## config.mk

```make
export PLATFORM = sky130hd
export DESIGN_NAME = pipeline_fork_buffered
export DESIGN_NICKNAME = d
export VERILOG_FILES = /design/src/rtl/pipeline_fork_buffered.sv
export SDC_FILE = /design/constraint.sdc
export NUM_CORES = 1
export LEC_CHECK = 0
export ABC_AREA = 1
export ABC_CLOCK_PERIOD_IN_PS = 2630
export CORE_ASPECT_RATIO = 1.25
export CORE_MARGIN = 2
export CORE_UTILIZATION = 53
export CTS_BUF_LIST = sky130_fd_sc_hd__clkbuf_2
export DETAILED_ROUTE_END_ITERATION = 16
export HOLD_SLACK_MARGIN = 0.12
export PLACE_DENSITY = 0.87
export SKIP_CTS_REPAIR_TIMING = 1
export SLEW_MARGIN = 30
export SYNTH_ARGS = -nofsm -noshare
export SYNTH_HDL_FRONTEND = slang
export SYNTH_SLANG_ARGS = --single-unit
export TNS_END_PERCENT = 20
```

## constraint.sdc

```tcl
create_clock -name clk -period 2.63 [get_ports clk]
set_clock_uncertainty 0.1 [all_clocks]
set_input_delay 0.526 -clock clk [delete_from_list [all_inputs] [get_ports clk]]
set_output_delay 0.526 -clock clk [all_outputs]
set_load 0.005 [all_outputs]
```

## src/rtl/pipeline_fork_buffered.sv

```systemverilog
// rtl/pipeline_fork_buffered.sv - valid/ready fork to N masked consumers with per-channel FIFOs (optional PIPELINE_FORK_BYPASS_EN)
module pipeline_fork_buffered #(
  parameter int N     = 2,
  parameter int DW    = 32,
  parameter int DEPTH = 2
) (
  input  logic                   clk,
  input  logic                   rst_n,
  input  logic                   i_valid,
  output logic                   i_ready,
  input  logic [DW-1:0]          i_data,
  input  logic [N-1:0]           i_mask,
  output logic [N-1:0]           o_valid,
  input  logic [N-1:0]           o_ready,
  output logic [N-1:0][DW-1:0]   o_data
);

  localparam int CW = $clog2(DEPTH + 1);
  localparam int PW = (DEPTH > 1) ? $clog2(DEPTH) : 1;

  logic [DW-1:0] mem_q    [N][DEPTH];
  logic [DW-1:0] mem_d    [N][DEPTH];
  logic [PW-1:0] wr_ptr_q [N];
  logic [PW-1:0] wr_ptr_d [N];
  logic [PW-1:0] rd_ptr_q [N];
  logic [PW-1:0] rd_ptr_d [N];
  logic [CW-1:0] cnt_q    [N];
  logic [CW-1:0] cnt_d    [N];

  logic [N-1:0] full;
  logic [N-1:0] empty;
  logic [N-1:0] push;
  logic [N-1:0] pop;
  logic [N-1:0] bypass;
  logic         accept;

  function automatic logic [PW-1:0] ptr_inc(input logic [PW-1:0] p);
    ptr_inc = (p == PW'(DEPTH - 1)) ? '0 : p + PW'(1);
  endfunction

  // Handshake: i_ready looks only at registered fill state and the mask, never o_ready
  always_comb begin
    full    = '0;
    empty   = '0;
    push    = '0;
    pop     = '0;
    bypass  = '0;
    o_valid = '0;
    o_data  = '0;
    for (int i = 0; i < N; i++) begin
      full[i]  = (cnt_q[i] == CW'(DEPTH));
      empty[i] = (cnt_q[i] == '0);
    end
    i_ready = &(~i_mask | ~full);
    accept  = i_valid && i_ready;
    for (int i = 0; i < N; i++) begin
`ifdef PIPELINE_FORK_BYPASS_EN
      // An empty channel presents the incoming beat directly; if taken now it never enters storage
      bypass[i]  = empty[i] && accept && i_mask[i] && o_ready[i];
      o_valid[i] = empty[i] ? (accept && i_mask[i]) : 1'b1;
      o_data[i]  = (empty[i] && accept && i_mask[i]) ? i_data : mem_q[i][rd_ptr_q[i]];
`else
      bypass[i]  = 1'b0;
      o_valid[i] = !empty[i];
      o_data[i]  = mem_q[i][rd_ptr_q[i]];
`endif
      push[i] = accept && i_mask[i] && !bypass[i];
      pop[i]  = !empty[i] && o_ready[i];
    end
  end

  // Next state: write at wr_ptr on push, advance rd_ptr on pop, count tracks the difference
  always_comb begin
    mem_d    = mem_q;
    wr_ptr_d = wr_ptr_q;
    rd_ptr_d = rd_ptr_q;
    cnt_d    = cnt_q;
    for (int i = 0; i < N; i++) begin
      if (push[i]) begin
        mem_d[i][wr_ptr_q[i]] = i_data;
        wr_ptr_d[i]           = ptr_inc(wr_ptr_q[i]);
      end
      if (pop[i]) begin
        rd_ptr_d[i] = ptr_inc(rd_ptr_q[i]);
      end
      case ({push[i], pop[i]})
        2'b10:   cnt_d[i] = cnt_q[i] + CW'(1);
        2'b01:   cnt_d[i] = cnt_q[i] - CW'(1);
        default: cnt_d[i] = cnt_q[i];
      endcase
    end
  end

  // State registers; reset clears storage so heads read as zero
  always_ff @(posedge clk or negedge rst_n) begin
    if (!rst_n) begin
      for (int i = 0; i < N; i++) begin
        wr_ptr_q[i] <= '0;
        rd_ptr_q[i] <= '0;
        cnt_q[i]    <= '0;
        for (int j = 0; j < DEPTH; j++) begin
          mem_q[i][j] <= '0;
        end
      end
    end else begin
      mem_q    <= mem_d;
      wr_ptr_q <= wr_ptr_d;
      rd_ptr_q <= rd_ptr_d;
      cnt_q    <= cnt_d;
    end
  end

  for (genvar g = 0; g < N; g++) begin : g_chk
    a_cnt_range: assert property (@(posedge clk) disable iff (!rst_n) cnt_q[g] <= CW'(DEPTH));
    a_no_over:   assert property (@(posedge clk) disable iff (!rst_n) !(full[g] && push[g]));
    a_no_under:  assert property (@(posedge clk) disable iff (!rst_n) !(empty[g] && pop[g]));
  end

endmodule

```

; ---- Word level (Yosys, flattened, before mapping)
; Index checks and enable logic that the tools add are counted.
[word_totals]
register_bits = 136
input_bits = 39
output_inout_bits = 67
wordCells = 69
[classes]
addsub = 8
n_lt_le_gt_ge = 6
n_eq_ne = 6
muxes = 18
n_bitwise = 7
reduce_logical = 14
[ops]
columns = op, count
row1 = two-way mux 32 bit, 8
row2 = bitwise mux 64 bit, 2
row3 = demux 32 bit (select 1 bit), 2
row4 = equality test 2 bit (second input constant), 4
row5 = greater-or-equal comparator 2 bit (second input constant), 4
row6 = inverter 1 -> 2 bit, 4
row7 = case mux 2 bit (2 select lines), 2
row8 = logical AND 1 bit, 7
row9 = adder 1 bit (second input constant), 4
row10 = adder 2 x 1 -> 2 bit (second input constant), 2
row11 = equality test 2 x 1 -> 1 bit (second input constant), 2
row12 = logical NOT 2 bit, 2
row13 = < comparator 2 x 1 -> 1 bit (second input constant), 2
row14 = two-way mux 1 bit, 4
row15 = inverter 2 bit, 2
row16 = nonzero test 2 bit, 2
row17 = subtractor 2 x 1 -> 2 bit (second input constant), 2
row18 = logical NOT 1 bit, 2
row19 = OR 2 bit, 1
row20 = AND reduction 2 bit, 1

; ---- Depth between registers and ports, before layout
[depth]
depth_word = 8
mapped_depth = 8
ltp_nobuf = 8

; ---- Worst setup path after synthesis
; No wires, ideal clock.
[synth_timing]
kind = input port to flip-flop
startpoint = input port i_mask[1]
endpoint = register cnt_q[3] (netlist bit)
setup_time_ns = 0.131
arrival_time_ns = 1.692
required_time_ns = 2.399
slack_ns = 0.707
stages = 7
path_buffers = 1
path_cell_list = nand3_1 nand4_4 clkbuf_1 ha_1 a21oi_1 o21ai_0 xor2_1
[synth_between]
elab_chain_cells = 7
elab_cells_between_ends = 9
classes_between = eq/ne: 2 / mux: 1 / bitwise: 2 / reduce/logical: 4
[synth_lines]
columns = element, line_no
row1 = "start, declared", 12  ; input logic [N-1:0] i_mask,
row2 = inverter 2 bit (*), 54  ; i_ready = &(~i_mask | ~full);
row3 = OR 2 bit (*), 54
row4 = AND reduction 2 bit (*), 54
row5 = logical AND 1 bit (*), 55  ; accept = i_valid && i_ready;
row6 = logical AND 1 bit (*), 67  ; push[i] = accept && i_mask[i] && !bypass[i];
row7 = equality test 2 x 1 -> 1 bit or equality test 2 bit (tied branches), 86  ; case ({push[i], pop[i]})
row8 = case mux 2 bit (2 select lines) or nonzero test 2 bit (tied branches), -
row9 = "end signal, assigned", 109  ; cnt_q <= cnt_d;
row10 = "end, declared", 27  ; logic [CW-1:0] cnt_q [N];
; Mark *: on every way between the ends. The rest lies on a longest branch, timed or not.
; A chain may end at the register's enable or synchronous reset.

==> metrics <==
run status complete, but fails checks; failing checks setup timing; met2 WL 8550 microns; final setup margin -0.160 ns; Ys Warns 0; Reg2Reg Capture Point mem_q[11]; Worst-path clk slew 0.16 ns; max-cap check violation count 0; Clk Latency, worst-skew pair 0.69 ns; area of the mapped netlist 7070 sq um; Worst Setup Start Kind flop; DR pass1 iterations 4; Crit-path slowest cell clkdlybuf4s50_1; area delta synth->final 22.0%; Worst Hold Slack around 0.33 ns; post-DP HPWL 10300 microns; Crit Path Class reg -> out; setup violators final 5; Post-Synthesis Cells ~870; GRT Total Usage 0.233; row count 47; CTS tree yes; Mapped Avg Cell Area 8.15 sq um; Root Driver clkbuf_2; final core occ 0.658; WL/cell ~15 microns; Die Wd 107 microns; Reg2Reg Depth 4; largest net degree at the start of global routing 66; Static Leakage 4.89 nW; drt via density 5.03; Top Layer Used met4; register bit total from synthesis 136; final-report hold violation count 0; relative slew slack 0.439; CTS Sinks 136; cts bufs inserted 17; non-filler cells, final roughly 1100; setup tns final -0.604 ns; share of cells above drive strength 1 0.106; grt ovf 0; FF-to-FF setup slack 0.54 ns; worst path arrival time 2.16 ns; hold path endpoint rd_ptr_q[0]; worst r2r src wr_ptr_q[0]; 1st-iter DRT viols 462; Final Total Pwr between 0.01 and 0.015 W; worst slew pin tran about 0.84 ns; global-route wire length before repair 26300 microns; Die Y 133 microns; WHS Path Cells 3; syn_nets 909; Core Footprint between 10000 and 15000 sq um; hold path startpoint o_ready[1]; Critical Path Max Stage Delay about 0.54 ns; Netlist cell types 20; worst path cell trace clkbuf_16, o21ai_1, clkdlybuf4s50_1; Crit path required time 2.00 ns; GPL Wtd Cong 0.757; worst min path class in -> reg; drt drc 0; worst ir drop on vdd about 540 uV; initial antenna violation count 1; effective utilization at floorplan 0.539; Final nets 997; Pins Over Slew Limit 0; Die ar. 14300 sq um; Final period util 1.06; M1 wire length 7210 microns; vias in the first global route 5258; Vias approximately 5700; # port buffers 105; overall routed net length 16700 microns; f_max 358 MHz; PD cells ~1200 nW/um^2; RSZ-0062 raised after global routing true; Bufs on Longest Clock Path 2; post-synthesis sequential area ratio 0.481; IO Pins 106; met3 WL approximately 700 microns; H-tree lvl count 4; placed cells 1103; post-route ant nets 0; min cycle time layout 2.79 ns; Crit Path Max Fanout 16; crit end category output port
[registers in the layout, indices dropped and copies added (netlist names)]
signal	count
cnt_q	4
wr_ptr_q	2
mem_q	128
rd_ptr_q	2
[critical path: cells and delay by family, from the launching register on]
family                 cells  cell delay (ns)
flip-flops                 1             0.51
buffers and inverters      2             0.76
AO/OA/AOI/OAI              1             0.22
[cell usage in the layout, fill, tap and decap left out, types with 2 or more instances in the layout]
cell / netlist / final
o21ai_0: 66 / 25
inv_1: 133 / 133
buf_12: 0 / 3
o21ai_1: 0 / 32
xnor2_1: 4 / 4
buf_4: 7 / 10
dlygate4sd3_1: 0 / 3
inv_2: 4 / 4
o21ai_2: 0 / 9
clkinv_1: 0 / 7
dlymetal6s2s_1: 0 / 60
clkdlybuf4s50_1: 0 / 44
dfrtp_1: 136 / 133
ha_1: 2 / 2
a21oi_1: 2 / 2
dfrtp_2: 0 / 3
nand4_4: 1 / 2
buf_6: 10 / 2
clkbuf_2: 0 / 20
nand2_1: 327 / 327
o21bai_2: 40 / 40
o21bai_1: 88 / 88
xor2_1: 4 / 4
nor2_4: 0 / 4
[worst max-delay path by stage]
stage                      end        start  slack [ns]
global route        o_data[55]  rd_ptr_q[0]       -0.24
detailed placement   mem_q[35]    i_mask[0]        0.17
floorplan             cnt_q[3]    i_mask[1]        0.71
finish              o_data[41]  rd_ptr_q[0]       -0.16
global placement     mem_q[47]    i_mask[0]        0.22
CTS                 o_data[46]  rd_ptr_q[0]       -0.31
[layer usage]
metal,track usage,up-vias
met4,0.0794,0
met3,0.0484,22
li1,-,2826
met2,0.380,140
met1,0.311,2741
met5,0,-
[cells by family (layout without fill, tap and decap cells)]
| group | Yosys count | in the layout | share of synthesized area |
|---|---|---|---|
| AND/OR/NAND/NOR | 335 | 335 | 0.183 |
| AO/OA/AOI/OAI | 196 | 196 | 0.205 |
| buffers and inverters | 191 | 289 | 0.117 |
| flip-flops | 136 | 136 | 0.481 |
| XOR/XNOR | 8 | 8 | 0.00991 |
| adder cells (fa/ha/maj) | 2 | 2 | 0.00354 |
| other | 0 | 1 | 0 |
[cell usage after synthesis]
cell type	n	area, sq um
nand2_1	327	1230
buf_6	10	113
xor2_1	4	35.0
a21oi_1	2	10.0
nor2_2	4	25.0
buf_2	6	30.0
o21ai_0	66	330
clkbuf_1	17	63.8
ha_1	2	25.0
buf_1	14	52.6
nand3_1	2	10.0
dfrtp_1	136	3400
o21bai_2	40	450
nand4_4	1	21.3
inv_2	4	15.0
nand4_2	1	12.5
buf_4	7	52.6
xnor2_1	4	35.0
o21bai_1	88	661
inv_1	133	499
[where the power goes]
| part | leakage, nW | switching (W) | internal (W) |
|---|---|---|---|
| Sequential | 1.65 | 0.000542 | 0.00311 |
| Clock | 0.112 | 0.000695 | 0.000314 |
| Combinational | 3.13 | 0.00279 | 0.00264 |
[per-stage QoR]
stage | cell area (sq um) | worst slack, ns
floorplan | 7070 | 0.707
global placement | 8190 | 0.217
detailed placement | 8190 | 0.172
CTS | 8360 | -0.310
global route | 8630 | -0.238
finish | 8630 | -0.160
[area by class of cell]
cell class              instances  area [sq um]
fillers                      1053          4490
well taps                     171           214
clock buffers                  20           100
inverters                     137           514
diodes                          1          2.50
multi-input cells             541          2920
clock inverters                 9          61.3
repair buffers                123          1400
flip-flops and latches        136          3410
(Power assumes the default switching activity.)
